$ cat config.mk
export PLATFORM = sky130hd
export DESIGN_NAME = pc_gen
export DESIGN_NICKNAME = d
export VERILOG_FILES = /design/src/rtl/pc_gen_pkg.sv /design/src/rtl/pc_gen_target_calc.sv /design/src/rtl/pc_gen.sv
export SDC_FILE = /design/constraint.sdc
export NUM_CORES = 1
export LEC_CHECK = 0
export CAP_MARGIN = 20
export CORE_MARGIN = 5
export CORE_UTILIZATION = 55
export CTS_BUF_LIST = sky130_fd_sc_hd__clkbuf_4 sky130_fd_sc_hd__clkbuf_8
export DETAILED_ROUTE_END_ITERATION = 6
export HOLD_SLACK_MARGIN = 0.05
export PLACE_DENSITY = 0.95
export SLEW_MARGIN = 30
export SYNTH_ARGS = -nofsm -noshare
export SYNTH_HDL_FRONTEND = slang
export SYNTH_HIERARCHICAL = 1
export SYNTH_SLANG_ARGS = --single-unit
$ cat constraint.sdc
create_clock -name clk -period 4.9 [get_ports clk]
set_clock_uncertainty 0.1 [all_clocks]
set_input_delay 0.49 -clock clk [delete_from_list [all_inputs] [get_ports clk]]
set_output_delay 0.49 -clock clk [all_outputs]
set_load 0.005 [all_outputs]
$ cat src/rtl/pc_gen_pkg.sv
// Shared CPU package for the fetch PC generator: vector defaults, FSM state
// encoding and the redirect-select enum.
package pc_gen_pkg;

  localparam logic [31:0] RESET_VECTOR_DEF = 32'h0000_3000;
  localparam logic [31:0] EXC_VECTOR_DEF   = 32'h0000_4180;
  localparam logic [31:0] PC_STEP          = 32'd4;

  typedef enum logic {
    RUN  = 1'b0,
    HOLD = 1'b1
  } pc_state_e;

  typedef enum logic [2:0] {
    SEL_NONE = 3'd0,
    SEL_BR   = 3'd1,
    SEL_J    = 3'd2,
    SEL_JR   = 3'd3,
    SEL_ERET = 3'd4,
    SEL_EXC  = 3'd5
  } redir_sel_e;

endpackage

$ cat src/rtl/pc_gen_target_calc.sv
// Combinational redirect target computation and priority select.
// Exception/ERET participate only when PC_GEN_EXC_EN is defined.
module pc_target_calc
  import pc_gen_pkg::*;
#(
  parameter logic [31:0] EXC_VECTOR = EXC_VECTOR_DEF
) (
  input  logic [31:0] id_pc_i,
  input  logic        br_taken_i,
  input  logic [15:0] br_off_i,
  input  logic        j_valid_i,
  input  logic [25:0] j_index_i,
  input  logic        jr_valid_i,
  input  logic [31:0] jr_target_i,
  input  logic        exc_i,
  input  logic        eret_i,
  input  logic [31:0] epc_i,
  output logic [31:0] target_o,
  output logic        redir_o,
  output logic        force_o
);

  redir_sel_e  sel;
  logic [31:0] seq_pc;
  logic [31:0] br_target;
  logic [31:0] j_target;

  assign seq_pc    = id_pc_i + PC_STEP;
  assign br_target = seq_pc + {{14{br_off_i[15]}}, br_off_i, 2'b00};
  assign j_target  = {seq_pc[31:28], j_index_i, 2'b00};

  // Later assignments override earlier ones, so the last line has top priority.
  always_comb begin
    // NOTE: every always_comb output gets a default first so no latch is inferred.
    sel = SEL_NONE;
    if (br_taken_i) sel = SEL_BR;
    if (j_valid_i)  sel = SEL_J;
    if (jr_valid_i) sel = SEL_JR;
`ifdef PC_GEN_EXC_EN
    if (eret_i)     sel = SEL_ERET;
    if (exc_i)      sel = SEL_EXC;
`endif
  end

  always_comb begin
    target_o = seq_pc;
    case (sel)
      SEL_BR:   target_o = br_target;
      SEL_J:    target_o = j_target;
      SEL_JR:   target_o = jr_target_i;
`ifdef PC_GEN_EXC_EN
      SEL_ERET: target_o = epc_i;
      SEL_EXC:  target_o = EXC_VECTOR;
`endif
      default:  target_o = seq_pc;
    endcase
  end

  assign redir_o = (sel == SEL_BR) || (sel == SEL_J) || (sel == SEL_JR);
  assign force_o = (sel == SEL_EXC) || (sel == SEL_ERET);

`ifndef PC_GEN_EXC_EN
  logic unused_exc;
  assign unused_exc = ^{exc_i, eret_i, epc_i, EXC_VECTOR};
`endif

endmodule

$ cat src/rtl/pc_gen.sv
// Fetch PC generator with delay-slot redirects and stall capture (RUN/HOLD).
// Define PC_GEN_EXC_EN to enable the exc_i/eret_i override path.
module pc_gen
  import pc_gen_pkg::*;
#(
  parameter logic [31:0] RESET_VECTOR = RESET_VECTOR_DEF,
  parameter logic [31:0] EXC_VECTOR   = EXC_VECTOR_DEF,
  parameter int          ADDR_W       = 32
) (
  input  logic        clk,
  input  logic        rst_n,
  input  logic        stall_i,
  input  logic [31:0] id_pc_i,
  input  logic        br_taken_i,
  input  logic [15:0] br_off_i,
  input  logic        j_valid_i,
  input  logic [25:0] j_index_i,
  input  logic        jr_valid_i,
  input  logic [31:0] jr_target_i,
  input  logic        exc_i,
  input  logic        eret_i,
  input  logic [31:0] epc_i,
  output logic [31:0] pc_o,
  output logic [31:0] link_o,
  output logic        adel_o,
  output logic        pend_o
);

  // The J-format concat only makes sense for a 32-bit PC.
  if (ADDR_W != 32) begin : g_bad_addr_w
    $error("pc_gen: ADDR_W must be 32");
  end

  pc_state_e   state_q, state_d;
  logic [31:0] pc_q, pc_d;
  logic [31:0] pend_q, pend_d;
  logic        adel_q;
  logic [31:0] target;
  logic        redir;
  logic        force_redir;

  pc_target_calc #(
    .EXC_VECTOR (EXC_VECTOR)
  ) u_target (
    .id_pc_i     (id_pc_i),
    .br_taken_i  (br_taken_i),
    .br_off_i    (br_off_i),
    .j_valid_i   (j_valid_i),
    .j_index_i   (j_index_i),
    .jr_valid_i  (jr_valid_i),
    .jr_target_i (jr_target_i),
    .exc_i       (exc_i),
    .eret_i      (eret_i),
    .epc_i       (epc_i),
    .target_o    (target),
    .redir_o     (redir),
    .force_o     (force_redir)
  );

  always_comb begin
    state_d = state_q;
    pc_d    = pc_q;
    pend_d  = pend_q;
    if (force_redir) begin
      pc_d    = target;
      pend_d  = '0;
      state_d = RUN;
    end else if (state_q == HOLD) begin
      // First captured redirect wins; new jr/j/br are ignored until release.
      if (!stall_i) begin
        pc_d    = pend_q;
        pend_d  = '0;
        state_d = RUN;
      end
    end else if (stall_i) begin
      if (redir) begin
        pend_d  = target;
        state_d = HOLD;
      end
    end else begin
      pc_d = redir ? target : pc_q + PC_STEP;
    end
  end

  always_ff @(posedge clk or negedge rst_n) begin
    if (!rst_n) begin
      state_q <= RUN;
      pc_q    <= RESET_VECTOR;
      pend_q  <= '0;
      adel_q  <= 1'b0;
    end else begin
      // NOTE: sequential state uses non-blocking assignments only.
      state_q <= state_d;
      pc_q    <= pc_d;
      pend_q  <= pend_d;
      adel_q  <= |pc_d[1:0];
    end
  end

  assign pc_o   = pc_q;
  assign adel_o = adel_q;
  assign pend_o = (state_q == HOLD);
  assign link_o = id_pc_i + 32'd8;

endmodule

==> impl_metrics.csv, run 1 <==
group,metric,value,unit
setup_path,worst_ep_arrival_time,4.68,ns
global_route,grt_max_degree,67,
cts,cts-resized-gates,0,
final_layout,area_growth,30.14,%
route,first_pass_iters,6,
floorplanning,ios,212,
cts,cts_hold_buf,0,
placement,hpwl,18930,um
cts,cts_setup_buffers,0,
synth,synth_warnings,6,
setup_path,reg2regPathDepth,6,
floorplanning,dieArea,0.01640,mm^2
synth,async_flop_share,100.0,%
synth,synth.avg_cell_area,7.303,um^2
global_route,grtUsageTotal,29.57,%
synth,synth_edf_count,0,
route,wl_per_cell,17.57,um
final_layout,final_cells,1414,
sta,maxSlewHeadroom,41.17,%
synth,yosysSeqAreaShare,21.57,%
global_route,grt_pass1_wl,39880,um
synth,syn_inst,1050,
synth,syn_area,0.007669,mm^2
sta,holdWs,0.1939,ns
min_path,min_path_type,"in2async",
route,vias,8730,
floorplanning,fp.dieH,128.1,um
global_route,overflow,0,
sta,setup_viol,0,
power,pwr-share-clk,21.7,%
power,pwr-share-seq,34.1,%
synth,synthTopCellsByArea,"dfrtp_1 21%, nand2_1 7.9%, a21oi_1 7.1%, xnor2_1 6.5%, ha_1 5.9%",
sta,worst_pin_slew,0.8792,ns
final_layout,antennaDiodeCount,0,
route,wl,24850,um
setup_path,cp-start-kind,"input pin",
synth,syn_nets,1233,
route,via_per_inst,6.174,
setup_path,required,5.09,ns
sta,tns,0,ns
route,postRouteAntennaNets,0,
floorplanning,design.core.area,0.01377,mm^2
cts,clkLatencyLatePin,0.36,ns
global_route,antenna_found_initial,0,
final_layout,stdcell_area,0.009980,mm^2
sta,finalCritPeriodShare,91.82,%
cts,clk_pin_slew,0.07,ns
floorplanning,die_x,128.1,um
floorplanning,start_util,55.68,%
cts,clock-sinks,66,
final_layout,seqCellArea,0.001654,mm^2
cts,cts_inserted_buffers,9,
cts,cts_buffer_depth,2,
synth,yosysTopAreaCellShare,20.88,%
power,p_comb_share,44.3,%
synth,synth_flop_cell,"dfrtp_1",
placement,detailed_place.area,0.009789,mm^2
final_layout,n_fill_cell,1084,
placement,place_congestion,0.9324,
placement,io_buffers,177,
power,power_density,205.9,mW/mm^2
power,ir_drop,0.1307,mV
cts,h-tree-depth,3,
final_layout,multi_input_area,0.005619,mm^2
global_route,grt_pass1_vias,8112,
synth,yosysTopAreaCell,"dfrtp_1",
power,p_switching,766.2,uW
synth,synthDistinctLibCells,85,
floorplanning,placementRows,43,
setup_path,crit_fanout,5,
cts,cts-root-buf,"clkbuf_8",
power,p_int,1288,uW
sta,drv_slew,0,
power,p_leak,0.004140,uW
synth,ys_seq_elements,66,
job,drv_cap,0,
sta,fin_crit,4.499,ns
placement,placed_cells,1398,
setup_path,critical_path_class,"in2reg",
final_layout,final_layout_size_suffix_gt1_share,9.643,%
sta,rsz0062_at_grt,"false",
route,drtIter0Drc,1127,
final_layout,finalNetCount,1412,
route,drc,0,
sta,finalHoldViolations,0,
setup_path,endpoint_kind,"flip-flop",
cts,cts_tree,"done",
sta,fmax,222.3,MHz
power,p_sw_share,37.29,%
status,outcome,"complete, no violations",
-- worst max-delay path, cell delays in order --
cell	delay, ns
clkdlybuf4s50_1	0.49
and4_4	0.25
and4_1	0.21
and2_1	0.24
and4_1	0.26
xor2_1	0.27
ha_1	0.30
a21oi_1	0.18
o211ai_1	0.14
nand2_1	0.09
o21ai_0	0.07
a41o_1	0.26
a21oi_1	0.20
xor2_1	0.09
a221oi_1	0.29
buf_4	0.19
nor2_1	0.05
a221o_1	0.30
a21oi_1	0.14
a21oi_1	0.05
a31oi_1	0.13
-- synthesized netlist by cell type, types with 4 or more instances --
master / n
nand3_2: 5
nand2b_1: 9
dfrtp_1: 64
nand2_1: 161
buf_1: 5
mux2i_1: 9
xor2_1: 33
ha_1: 36
a221oi_1: 15
o21ai_0: 49
o221ai_1: 12
nand4_1: 17
buf_2: 18
and4_1: 8
nor4_4: 4
a211oi_1: 6
a221o_1: 7
nor2b_1: 6
nor2_1: 99
a22oi_1: 19
nand4_2: 4
o31ai_1: 6
buf_4: 4
nor4_1: 5
o21ai_1: 36
nand3_1: 42
and2_1: 5
a21oi_1: 109
nor3_1: 14
clkbuf_1: 34
a21o_1: 16
a31oi_1: 10
and3_1: 15
o211ai_1: 6
inv_1: 34
xnor2_1: 57
-- kinds of logic after synthesis --
| group | after synthesis | share of synthesized area [%] |
|---|---|---|
| other cells | 1 | 0.04890 |
| compound gates | 324 | 27.12 |
| mux | 10 | 1.322 |
| flops | 66 | 21.57 |
| fa+ha+maj | 37 | 6.135 |
| simple gates | 425 | 28.19 |
| xor+xnor | 90 | 10.28 |
| buf+inv | 97 | 5.335 |
-- flip-flops by register name (all words and copies together), names as in the netlist --
| name | count |
|---|---|
| pc_o | 32 |
| pend_q | 32 |
| adel_o | 1 |
| pend_o | 1 |
-- path summary, 6_finish.rpt --
kind	from	to	slack, ns
min	rst_n	pc_o[10]	0.19
max in group asynchronous	rst_n	pc_o[29]	3.90
max	id_pc_i[5]	pc_o[28]	0.40
max reg2reg	pend_o	pc_o[12]	2.26
min in group clk	pend_q[6]	pend_q[6]	0.39
min reg2reg	pend_q[6]	pend_q[6]	0.39
-- layout by cell type, fill, tap and decap left out, types with 19 or more instances in the layout --
cell type        instances
a21oi_1                109
dfrtp_1                 64
nand3_1                 42
xnor2_1                 57
o21ai_1                 36
ha_1                    36
clkdlybuf4s50_1        175
inv_1                   34
a22oi_1                 19
nand2_1                161
xor2_1                  33
nor2_1                  98
buf_4                   53
o21ai_0                 49
-- layout make-up --
class                      count  area share, %
tap                          180          2.257
clock buffer                  14          1.805
clock inverter                 2         0.1003
sequential                    66          16.57
timing repair buffer         230          21.64
multi-input combinational    887          56.31
inverter                      35          1.316
-- stage by stage --
step                      setup slack (ns)  power, uW  utilization, %
after global placement              0.1390       1568           71.04
final                               0.4007       2055           72.46
after CTS                           0.4300       2046           72.46
after detailed placement           0.05922       1597           71.08
after global routing               0.05562       2176           72.46
after floorplan                     0.9060       1194               -
-- power by group through the flow --
stage / registers, uW / logic [uW] / clock network, uW
after floorplan: 686 / 508 / 0
after global placement: 701 / 867 / 0
after detailed placement: 707 / 890 / 0
after CTS: 697 / 896 / 453
after global routing: 710 / 991 / 475
final: 700 / 909 / 445
-- per-layer routing --
metal / global-route usage [%] / vias to the layer above / share of wire (%)
li1: - / 4162 / -
met1: 39.37 / 4056 / 41
met2: 48.83 / 471 / 48
met3: 5.250 / 41 / 8.8
met4: 9.363 / 0 / 2.1
met5: 0 / - / 0
(Power assumes the default switching activity.)
==> inputs of run 2 (changes only) <==
GPL_ROUTABILITY_DRIVEN = 0   (was unset)
==> impl_metrics.csv, run 2 (synthesized netlist as in run 1, its figures left out) <==
group,metric,value,unit
setup_path,worst_ep_arrival_time,4.82,ns
route,via_per_inst,6.302,
setup_path,cp-start-kind,"input pin",
final_layout,final_layout_size_suffix_gt1_share,8.980,%
cts,cts_buffer_depth,2,
placement,placed_cells,1392,
cts,cts_setup_buffers,0,
sta,maxSlewHeadroom,42.94,%
global_route,grt_max_degree,66,
floorplanning,start_util,55.68,%
cts,h-tree-depth,3,
cts,clock-sinks,66,
setup_path,critPathMostFrequentCell,"a21oi_1",
final_layout,area_growth,29.17,%
cts,cts_tree,"done",
floorplanning,dieArea,0.01640,mm^2
final_layout,final_common_cell,"clkdlybuf4s50_1",
global_route,grtUsageTotal,29.90,%
global_route,grt_pass1_wl,40180,um
final_layout,seqCellArea,0.001654,mm^2
final_layout,finalNetCount,1406,
status,violations,"design-rule violations",
placement,io_buffers,177,
setup_path,cp_top_family,"compound AO/OA/AOI/OAI gates",
status,outcome,"finished, violations left",
floorplanning,fp.dieH,128.1,um
final_layout,multi_input_area,0.005614,mm^2
min_path,min_path_type,"in2async",
power,p_leak,0.004095,uW
setup_path,r2r_start,"pend_o",
setup_path,crit_buf_inv,1,
setup_path,reg2regPathDepth,5,
floorplanning,ios,212,
job,drv_cap,0,
cts,cts_hold_buf,0,
cts,clk_pin_slew,0.07,ns
cts,cts-resized-gates,0,
route,postRouteAntennaNets,0,
sta,finalHoldViolations,0,
sta,worst_pin_slew,0.8528,ns
floorplanning,die_x,128.1,um
route,vias,8855,
global_route,overflow,0,
sta,drv_slew,0,
route,first_pass_iters,7,
cts,cts_inserted_buffers,9,
sta,finalCritPeriodShare,94.97,%
sta,setup_viol,0,
setup_path,critical_path_class,"in2reg",
cts,cts-root-buf,"clkbuf_8",
global_route,grt_pass1_vias,8321,
route,drc,1,
sta,rsz0062_at_grt,"false",
setup_path,crit_fanout,5,
global_route,antenna_found_initial,0,
setup_path,slowest_stage,"clkdlybuf4s50_1",
sta,tns,0,ns
final_layout,antennaDiodeCount,0,
setup_path,required,5.07,ns
route,drtIter0Drc,1220,
final_layout,n_fill_cell,1080,
power,ir_drop,0.1428,mV
floorplanning,design.core.area,0.01377,mm^2
cts,clkLatencyLatePin,0.36,ns
sta,fmax,214.9,MHz
route,wl_per_cell,18.14,um
setup_path,crit_path_cell_trace,"clkdlybuf4s50_1, and4_4, and4_1, and2_1, nand3_1, xnor2_1, ha_1, a21oi_1, o21bai_1, a21o_1, a21oi_1, nor2_1, a211oi_4, mux2i_1, nor2_1, o21ai_0, nor4_1, a21oi_1, a311oi_1",
final_layout,layout_common_cells,"175 x clkdlybuf4s50_1, 161 x nand2_1, 109 x a21oi_1, 98 x nor2_1, 64 x dfrtp_1",
final_layout,final_cells,1405,
setup_path,slowest_delay,0.49,ns
sta,fin_crit,4.654,ns
setup_path,endpoint_kind,"flip-flop",
setup_path,reg2reg_slack,2.37,ns
setup_path,r2r_end,"pc_o[12]",
route,wl,25490,um
placement,hpwl,19290,um
power,power_density,204.3,mW/mm^2
floorplanning,placementRows,43,
[run 2: per-layer routing]
metal	vias up	routed length, um	global-route usage (%)
met5	-	0	0
met4	0	645	10.67
met3	55	2514	6.542
met2	546	12470	51.76
met1	4105	9864	36.53
li1	4149	-	-
[run 2: worst reg2reg max path, delay by kind of cell, from the launching register on]
kind               cells  cell delay, ns
and+or+nand+nor        2            0.87
AOI/OAI and AO/OA      3            0.80
DFF                    1            0.67
[run 2: layout make-up]
type | instances | share of cell area [%]
Sequential cell | 66 | 16.70
Clock buffer | 13 | 1.680
Multi-Input combinational cell | 887 | 56.68
Timing Repair Buffer | 224 | 21.35
Tap cell | 180 | 2.274
Inverter | 35 | 1.326
[run 2: how the worst max path moves through the flow]
| stage | endpoint | from | slack [ns] | cells past startpoint |
|---|---|---|---|---|
| floorplan | pc_o[28] | id_pc_i[5] | 0.91 | 19 |
| finish | pc_o[26] | id_pc_i[5] | 0.25 | 19 |
| global placement | pc_o[26] | id_pc_i[5] | 0.19 | 20 |
| CTS | pc_o[26] | id_pc_i[3] | 0.42 | 18 |
| global route | pc_o[26] | id_pc_i[5] | 0.03 | 19 |
| detailed placement | pc_o[26] | id_pc_i[5] | 0.04 | 19 |
[run 2: power by group]
| part | switching, uW | total [uW] | internal [uW] |
|---|---|---|---|
| combinational | 469 | 905 | 436 |
| sequential | 90.7 | 702 | 611 |
| clock | 201 | 416 | 214 |
[run 2: metrics by stage]
step                hold slack, ns  power, uW  util, %  cell area (um^2)  setup WS [ns]
detailed placement          0.3757       1588    70.71              9739        0.04268
finish                      0.1046       2023    71.92              9906         0.2463
floorplan                  0.09441       1194        -              7669         0.9060
global route                0.1507       2136    71.92              9906        0.02768
global placement            0.3677       1554    70.71              9739         0.1913
CTS                         0.1179       2000    71.92              9906         0.4171
